===== src/rtl/strobe_decoder_pkg.sv =====
// Shared types and helpers for the strobe decoder and its one-hot sub-decoder.
package strobe_decoder_pkg;

  typedef enum logic [1:0] {
    IDLE   = 2'd0,
    STROBE = 2'd1,
    SCAN   = 2'd2
  } state_e;

  localparam logic MODE_SINGLE = 1'b0;
  localparam logic MODE_SCAN   = 1'b1;

  // Maps a logical "line is active" bit onto the physical output level.
  function automatic logic applyPolarity(input logic isActive, input logic activeLow);
    return isActive ^ activeLow;
  endfunction

endpackage


===== src/rtl/strobe_decoder_onehot_decoder.sv =====
// Combinational select-to-one-hot decoder with an enable and selectable output polarity.
module onehot_decoder
  import strobe_decoder_pkg::*;
#(
  parameter int SEL_W      = 3,
  parameter int ACTIVE_LOW = 1
) (
  input  logic [SEL_W-1:0]      i_sel,
  input  logic                  i_en,
  output logic [2**SEL_W-1:0]   o_y
);

  localparam int   N_OUT   = 2**SEL_W;
  localparam logic ACT_LOW = (ACTIVE_LOW != 0);

  // Drive the selected line active when enabled; every other line sits at the idle level.
  always_comb begin
    o_y = {N_OUT{ACT_LOW}};
    for (int i = 0; i < N_OUT; i++) begin
      o_y[i] = applyPolarity(i_en && (i_sel == SEL_W'(i)), ACT_LOW);
    end
  end

endmodule


===== src/rtl/strobe_decoder.sv =====
// Registered N-line strobe decoder with 74x138-style enable gating, ready/valid
// request port, programmable pulse length and an auto-scan mode.
module strobe_decoder
  import strobe_decoder_pkg::*;
#(
  parameter int SEL_W      = 3,
  parameter int PULSE_LEN  = 1,
  parameter int ACTIVE_LOW = 1
) (
  input  logic                  clk,
  input  logic                  rst_n,
  input  logic                  en_g1,
  input  logic [1:0]            en_g2_n,
  input  logic                  mode,
  input  logic [SEL_W-1:0]      sel,
  input  logic                  req_valid,
  output logic                  req_ready,
  output logic [2**SEL_W-1:0]   y,
  output logic                  busy,
  output logic [SEL_W-1:0]      idx,
  output logic                  done
);

  localparam int                N_OUT      = 2**SEL_W;
  localparam int                PCNT_W     = $clog2(PULSE_LEN + 1);
  localparam logic [PCNT_W-1:0] PULSE_LAST = PCNT_W'(PULSE_LEN - 1);
  localparam logic [SEL_W:0]    STEP_LAST  = (SEL_W + 1)'(N_OUT - 1);
  localparam logic [N_OUT-1:0]  Y_IDLE     = {N_OUT{ACTIVE_LOW != 0}};

  state_e              r_state;
  logic [SEL_W-1:0]    r_idx;
  logic [PCNT_W-1:0]   r_pulseCnt;
  logic [SEL_W:0]      r_stepCnt;
  logic                r_done;
  logic [N_OUT-1:0]    r_y;

  state_e              w_nextState;
  logic [SEL_W-1:0]    w_nextIdx;
  logic [PCNT_W-1:0]   w_nextPulse;
  logic [SEL_W:0]      w_nextStep;
  logic                w_nextDone;
  logic [N_OUT-1:0]    w_yNext;
  logic                w_enable;

  assign w_enable  = en_g1 & ~en_g2_n[0] & ~en_g2_n[1];
  assign req_ready = (r_state == IDLE) & w_enable;
  assign y         = r_y;
  assign busy      = (r_state != IDLE);
  assign idx       = r_idx;
  assign done      = r_done;

  // Next-state logic: accept in IDLE, time each pulse, step through lines in SCAN,
  // and abort straight to IDLE whenever the enable gate drops mid-sequence.
  always_comb begin
    w_nextState = r_state;
    w_nextIdx   = r_idx;
    w_nextPulse = r_pulseCnt;
    w_nextStep  = r_stepCnt;
    w_nextDone  = 1'b0;
    unique case (r_state)
      IDLE: begin
        if (req_valid && req_ready) begin
          w_nextIdx   = sel;
          w_nextPulse = '0;
          w_nextStep  = '0;
          unique case (mode)
            MODE_SINGLE: w_nextState = STROBE;
            MODE_SCAN:   w_nextState = SCAN;
          endcase
        end
      end
      STROBE: begin
        if (!w_enable) begin
          w_nextState = IDLE;
        end else if (r_pulseCnt == PULSE_LAST) begin
          w_nextState = IDLE;
          w_nextDone  = 1'b1;
        end else begin
          w_nextPulse = r_pulseCnt + 1'b1;
        end
      end
      SCAN: begin
        if (!w_enable) begin
          w_nextState = IDLE;
        end else if (r_pulseCnt == PULSE_LAST) begin
          w_nextPulse = '0;
          if (r_stepCnt == STEP_LAST) begin
            w_nextState = IDLE;
            w_nextDone  = 1'b1;
          end else begin
            w_nextStep = r_stepCnt + 1'b1;
            w_nextIdx  = r_idx + 1'b1;
          end
        end else begin
          w_nextPulse = r_pulseCnt + 1'b1;
        end
      end
      default: begin
        w_nextState = IDLE;
      end
    endcase
  end

  // Decode the line for the coming cycle so the registered strobe is glitch-free.
  onehot_decoder #(
    .SEL_W      (SEL_W),
    .ACTIVE_LOW (ACTIVE_LOW)
  ) u_decoder (
    .i_sel (w_nextIdx),
    .i_en  (w_nextState != IDLE),
    .o_y   (w_yNext)
  );

  // State and output registers; synchronous reset overrides everything.
  always_ff @(posedge clk) begin
    if (!rst_n) begin
      r_state    <= IDLE;
      r_idx      <= '0;
      r_pulseCnt <= '0;
      r_stepCnt  <= '0;
      r_done     <= 1'b0;
      r_y        <= Y_IDLE;
    end else begin
      r_state    <= w_nextState;
      r_idx      <= w_nextIdx;
      r_pulseCnt <= w_nextPulse;
      r_stepCnt  <= w_nextStep;
      r_done     <= w_nextDone;
      r_y        <= w_yNext;
    end
  end

endmodule


===== config.mk =====
export PLATFORM = sky130hd
export DESIGN_NAME = strobe_decoder
export DESIGN_NICKNAME = d
export VERILOG_FILES = /design/src/rtl/strobe_decoder_pkg.sv /design/src/rtl/strobe_decoder_onehot_decoder.sv /design/src/rtl/strobe_decoder.sv
export SDC_FILE = /design/constraint.sdc
export NUM_CORES = 1
export LEC_CHECK = 0
export BUFFER_PORTS_ARGS = -buffer_cell sky130_fd_sc_hd__buf_2
export CAP_MARGIN = 20
export CORE_MARGIN = 3
export CORE_UTILIZATION = 40
export DETAILED_ROUTE_END_ITERATION = 10
export GPL_ROUTABILITY_DRIVEN = 0
export PLACE_DENSITY_LB_ADDON = 0.3
export SLEW_MARGIN = 20
export SYNTH_ARGS = -nofsm -noshare
export SYNTH_HDL_FRONTEND = slang
export SYNTH_SLANG_ARGS = --single-unit

===== constraint.sdc =====
create_clock -name clk -period 4.2 [get_ports clk]
set_clock_uncertainty 0.15 [all_clocks]
set_input_delay 0.84 -clock clk [delete_from_list [all_inputs] [get_ports clk]]
set_output_delay 0.84 -clock clk [all_outputs]
set_load 0.1 [all_outputs]

-- Word-level counts from Yosys, hierarchy flattened
Cells that the tools add are included.
Widths: inputs -> output; s select.
- register bits: 19
- input bits: 10
- output and inout bits: 14
- logic and storage cells: 84
- add/sub/neg operators: 3
- equality and inequality tests: 15
- multiplexer cells: 28
- bitwise logic cells: 14
- reductions and logical operators: 18
- operator list (operator ; count):
    $mux 4 ; 4
    $eq 3x3->1 const B ; 4
    $mux 2 ; 6
    $mux 3 ; 4
    $not 1->1 ; 11
    $logic_and 1x1->1 ; 9
    $mux 1 ; 8
    $pmux 4 s2 ; 1
    $reduce_bool 2->1 ; 4
    $eq 3x2->1 const B ; 2
    $ne 2x2->1 const B ; 3
    $pmux 2 s3 ; 1
    $pmux 3 s2 ; 1
    $reduce_and 5->1 ; 1
    $add 4x1->4 const B ; 1
    $eq 4x3->1 const B ; 1
    $ne 2x1->1 const B ; 2
    $pmux 1 s2 ; 2
    $pmux 2 s2 ; 1
    $add 3x1->3 const B ; 1
    $and 1x1->1 ; 3
    $eq 3x1->1 const B ; 1
    $logic_not 3->1 ; 1
    $reduce_and 3->1 ; 1
    5 further kinds ; 5

-- Depth between registers and ports, before layout
- depth after elaboration: 10
- gate-level depth with buffers: 8
- depth with buffers taken out: 7

-- Cells and area by module
Synthesis repeated with hierarchy kept, for this count alone.
- cells, all modules: 109
- area, all modules: 998.5 µm²
- modules (own cells, without submodules) (module ; instances ; cells an instance ; area each (µm²) ; sequential area each (µm²)):
    strobe_decoder ; 1 ; 101 ; 922.1 ; 360.3
    onehot_decoder ; 1 ; 8 ; 76.3 ; 0.0

-- Least setup slack after synthesis
OpenSTA, ideal clock, no wires.
- path kind: input -> output
- start point: in en_g2_n[0]
- end point: out req_ready
- arrival: 2.509 ns
- setup slack: 0.701 ns
- stages on the path: 2
- path through: or3b_4 > nor2_1
- longest elaborated chain between the ends: 4
- RTL lines (item ; RTL line ; text):
    from (decl) ; strobe_decoder.sv:13 ; input logic [1:0] en_g2_n,
    $not 1->1 ; strobe_decoder.sv:45 ; assign w_enable = en_g1 & ~en_g2_n[0] & ~en_g2_n[1];
    $and 1x1->1 (2 in a row) ; strobe_decoder.sv:45 ;
    $and 1x1->1 ; strobe_decoder.sv:46 ; assign req_ready = (r_state == IDLE) & w_enable;
    to (decl) ; strobe_decoder.sv:17 ; output logic req_ready,
No other way between the ends.

-- Worst setup path after layout
Same ends and word-level chain as after synthesis.

==> Flow_metrics.wiki <==
{| class="wikitable"
! Metric !! Value
|-
| Run status || complete, no violations
|-
| Pwr per Cell Area || 302 nW/um^2
|-
| RSZ-0062 raised after global routing || false
|-
| DRC errors left || 0
|-
| DRT iter0 DRCs || 20
|-
| Path class of the lowest-slack min-delay path || register to register
|-
| Commonest cells post-synth || 18 x sky130_fd_sc_hd__dfxtp_1, 6 x sky130_fd_sc_hd__inv_1, 6 x sky130_fd_sc_hd__nor2_1, 5 x sky130_fd_sc_hd__ha_1, 5 x sky130_fd_sc_hd__nand3_1
|-
| Worst path arrival time || 1900 ps
|-
| Inst Count DP || about 140
|-
| Post-route minimum period || 2890 ps
|-
| Number of H-tree levels || 1
|-
| Area growth from synthesis to layout || 19.1%
|-
| I/O pin count || 24
|-
| Detailed-route via count || 765
|-
| Clock transition at path regs || about 100 ps
|-
| Startpoint Class || input port
|-
| Type of element capturing the critical path || output pin
|-
| Post-cts sizing count || 0
|-
| Syn Inst Count || 90
|-
| Maxcap violations || 0
|-
| Number of library cell types mapped by synthesis || 39
|-
| CTS tree || done
|-
| Critical path class || input port to output pin
|-
| Area share of the largest cell type after synthesis || 39.5%
|-
| Yosys Warn Count || 0
|-
| Fmax achieved || around 350 MHz
|-
| Top cells by area, synth || sky130_fd_sc_hd__dfxtp_1 40%, sky130_fd_sc_hd__ha_1 6.9%, sky130_fd_sc_hd__nand3b_1 3.3%, sky130_fd_sc_hd__nand3_1 2.7%, sky130_fd_sc_hd__nor2b_1 2.7%
|-
| Die Area || 2890 sq um
|-
| Max-slew violation count || 0
|-
| Critical Path RT || 3210 ps
|-
| CORE AREA || 2060 sq um
|-
| GRT Util Overall || 16.4%
|-
| Library cell with the highest instance count after synthesis || sky130_fd_sc_hd__dfxtp_1
|-
| Number of antenna violations at the first check in global routing || 0
|-
| Final Cycle Share || 68.9%
|-
| Vias/cell || 5.35
|-
| Port Buf Inserts || 23
|-
| Buffers inserted during post-CTS setup optimization || 0
|-
| Site Rows || 16
|-
| Met2 Usage GRT || 26.6%
|-
| Grt ovf || 0
|-
| Main synth FF type || sky130_fd_sc_hd__dfxtp_1
|-
| Effective utilization at floorplan || 44.2%
|-
| Global-route wire length before repair || around 3400 microns
|-
| Half-perimeter wire length after detailed placement || 1530 microns
|-
| Worst-case vdd ir drop || 0.146 mV
|-
| Routed wire length || 1990 microns
|-
| Met3 track utilization from global routing || 3.60%
|-
| Worst-path fanout max || 4
|-
| Deepest clock path buffer count || 2
|-
| Portion of the post-synthesis area used by sequential elements || approximately 40%
|-
| Worst skew pair latency || roughly 300 ps
|-
| M1 GR Usage || 20.8%
|-
| Fin nets || 132
|-
| Fraction of layout cells with a size suffix above 1 || 32.8%
|-
| Netlist Area Pre-Place || ~910 sq um
|-
| Via count of the first global-routing pass || ~750
|-
| Post-placement cell area || 1050 sq um
|-
| Top cell type by total area after synthesis || sky130_fd_sc_hd__dfxtp_1
|-
| Leakage dissipation || 0.515 nW
|-
| Total of endpoints with negative setup slack in the final report || 0
|-
| Actual slew at the worst max-slew pin || 950 ps
|-
| Master cell of the clock root buffer || sky130_fd_sc_hd__clkbuf_4
|-
| Antenna Cells || 0
|-
| Post-cts hold buffer count || 0
|-
| Setup total negative slack || 0 ps
|-
| Largest net degree at the start of global routing || 11
|-
| Number of cells in the finished layout apart from fillers || 143
|-
| Global route hottest layer || met2
|-
| Endpoints failing hold || 0
|-
| Die width || around 54 microns
|-
| DRT antenna net count || 0
|-
| Number of nets in the synthesized netlist || about 110
|-
| Detail-routed net length per standard cell || 13.9 microns
|-
| Post-synth EDFFs || 0
|-
| Sinks on Clock Net || 18
|-
| Slew HR || approximately 37%
|-
| Worst hold margin || approximately 420 ps
|-
| Chip Height || 53.8 microns
|-
| Flip-flop and latch count after synthesis || 18
|-
| Number of buffers inserted during clock tree synthesis || 3
|-
| Async S/R FF share, synth || 0%
|-
| Finished layout cell area || around 1100 sq um
|-
| Drt first pass iters || 4
|-
| Post-Synthesis Mean Instance Area || between 10 and 15 sq um
|}
-- where the power goes --
| group | total (W) | switching [W] | leakage, nW | internal [W] |
|---|---|---|---|---|
| clock | 0.000110 | 0.0000568 | 0.0210 | 0.0000528 |
| sequential | 0.000174 | 0.00000178 | 0.146 | 0.000173 |
| combinational | 0.0000442 | 0.0000307 | 0.349 | 0.0000135 |
| total | 0.000328 | 0.0000893 | 0.515 | 0.000239 |
-- worst max-delay path, cell delays in order --
cell and delay (ps):
sky130_fd_sc_hd__buf_2 120, sky130_fd_sc_hd__or3b_4 430, sky130_fd_sc_hd__nor2_1 90, sky130_fd_sc_hd__buf_2 420
-- layer usage --
metal / part of all wire, % / routed length [microns] / up-vias
met2: 47 / 934 / 23
li1: - / - / 380
met4: 1.4 / 28 / 0
met3: 5.8 / 116 / 5
met5: 0 / 0 / -
met1: 46 / 908 / 357
-- final timing paths --
check,startpoint,end,slack [ps],depth (start not counted)
worst max-delay path,en_g2_n[0],req_ready,1310,4
worst min-delay path,r_state[0],r_state[0],420,1
worst max register to register,r_state[1],y[6],1680,5
worst min register to register,r_state[0],r_state[0],420,1
-- logic make-up after synthesis --
group / Yosys count / share of synthesized area [%]
AO/OA/AOI/OAI: 16 / 14.4
XOR/XNOR: 3 / 2.88
adder cells (fa/ha/maj): 5 / 6.86
buffers and inverters: 7 / 3.70
flip-flops: 18 / 39.5
multiplexers: 2 / 2.33
AND/OR/NAND/NOR: 39 / 30.3
-- registers in the layout, summed over array words and instances, names as in the netlist --
register	count
r_state	2
done	1
idx	3
y	8
r_stepCnt	4
-- cell type report --
type | count | area [sq um]
well taps | 27 | 33.8
flip-flops and latches | 18 | 360
clock buffers | 4 | 36.3
repair buffers | 23 | 115
fillers | 193 | 976
inverters | 6 | 22.5
multi-input cells | 65 | 518
-- layout by cell type, fill, tap and decap left out, types with 2 or more instances in the layout --
master	synthesis	routed
sky130_fd_sc_hd__nor2_1	6	6
sky130_fd_sc_hd__or3b_1	2	2
sky130_fd_sc_hd__ha_1	5	5
sky130_fd_sc_hd__o21ai_0	3	3
sky130_fd_sc_hd__clkbuf_4	0	3
sky130_fd_sc_hd__nor2b_1	4	4
sky130_fd_sc_hd__and3_1	2	2
sky130_fd_sc_hd__a21oi_1	2	2
sky130_fd_sc_hd__inv_1	6	6
sky130_fd_sc_hd__nand2_1	3	3
sky130_fd_sc_hd__nor3_1	2	2
sky130_fd_sc_hd__and4b_1	2	2
sky130_fd_sc_hd__dfxtp_1	18	18
sky130_fd_sc_hd__buf_2	0	23
sky130_fd_sc_hd__nand3b_1	4	4
sky130_fd_sc_hd__xor2_1	2	2
sky130_fd_sc_hd__nand3_1	5	5
-- through the flow --
step                      power, W  setup slack, ps  util, %
after CTS                 0.000331             1300     52.7
after detailed placement  0.000222             1300     50.9
final                     0.000328             1310     52.7
after global placement    0.000221             1320     50.9
after global routing      0.000341             1270     52.7
after floorplan           0.000210              701        -
Power figures use the tool's default switching activity.
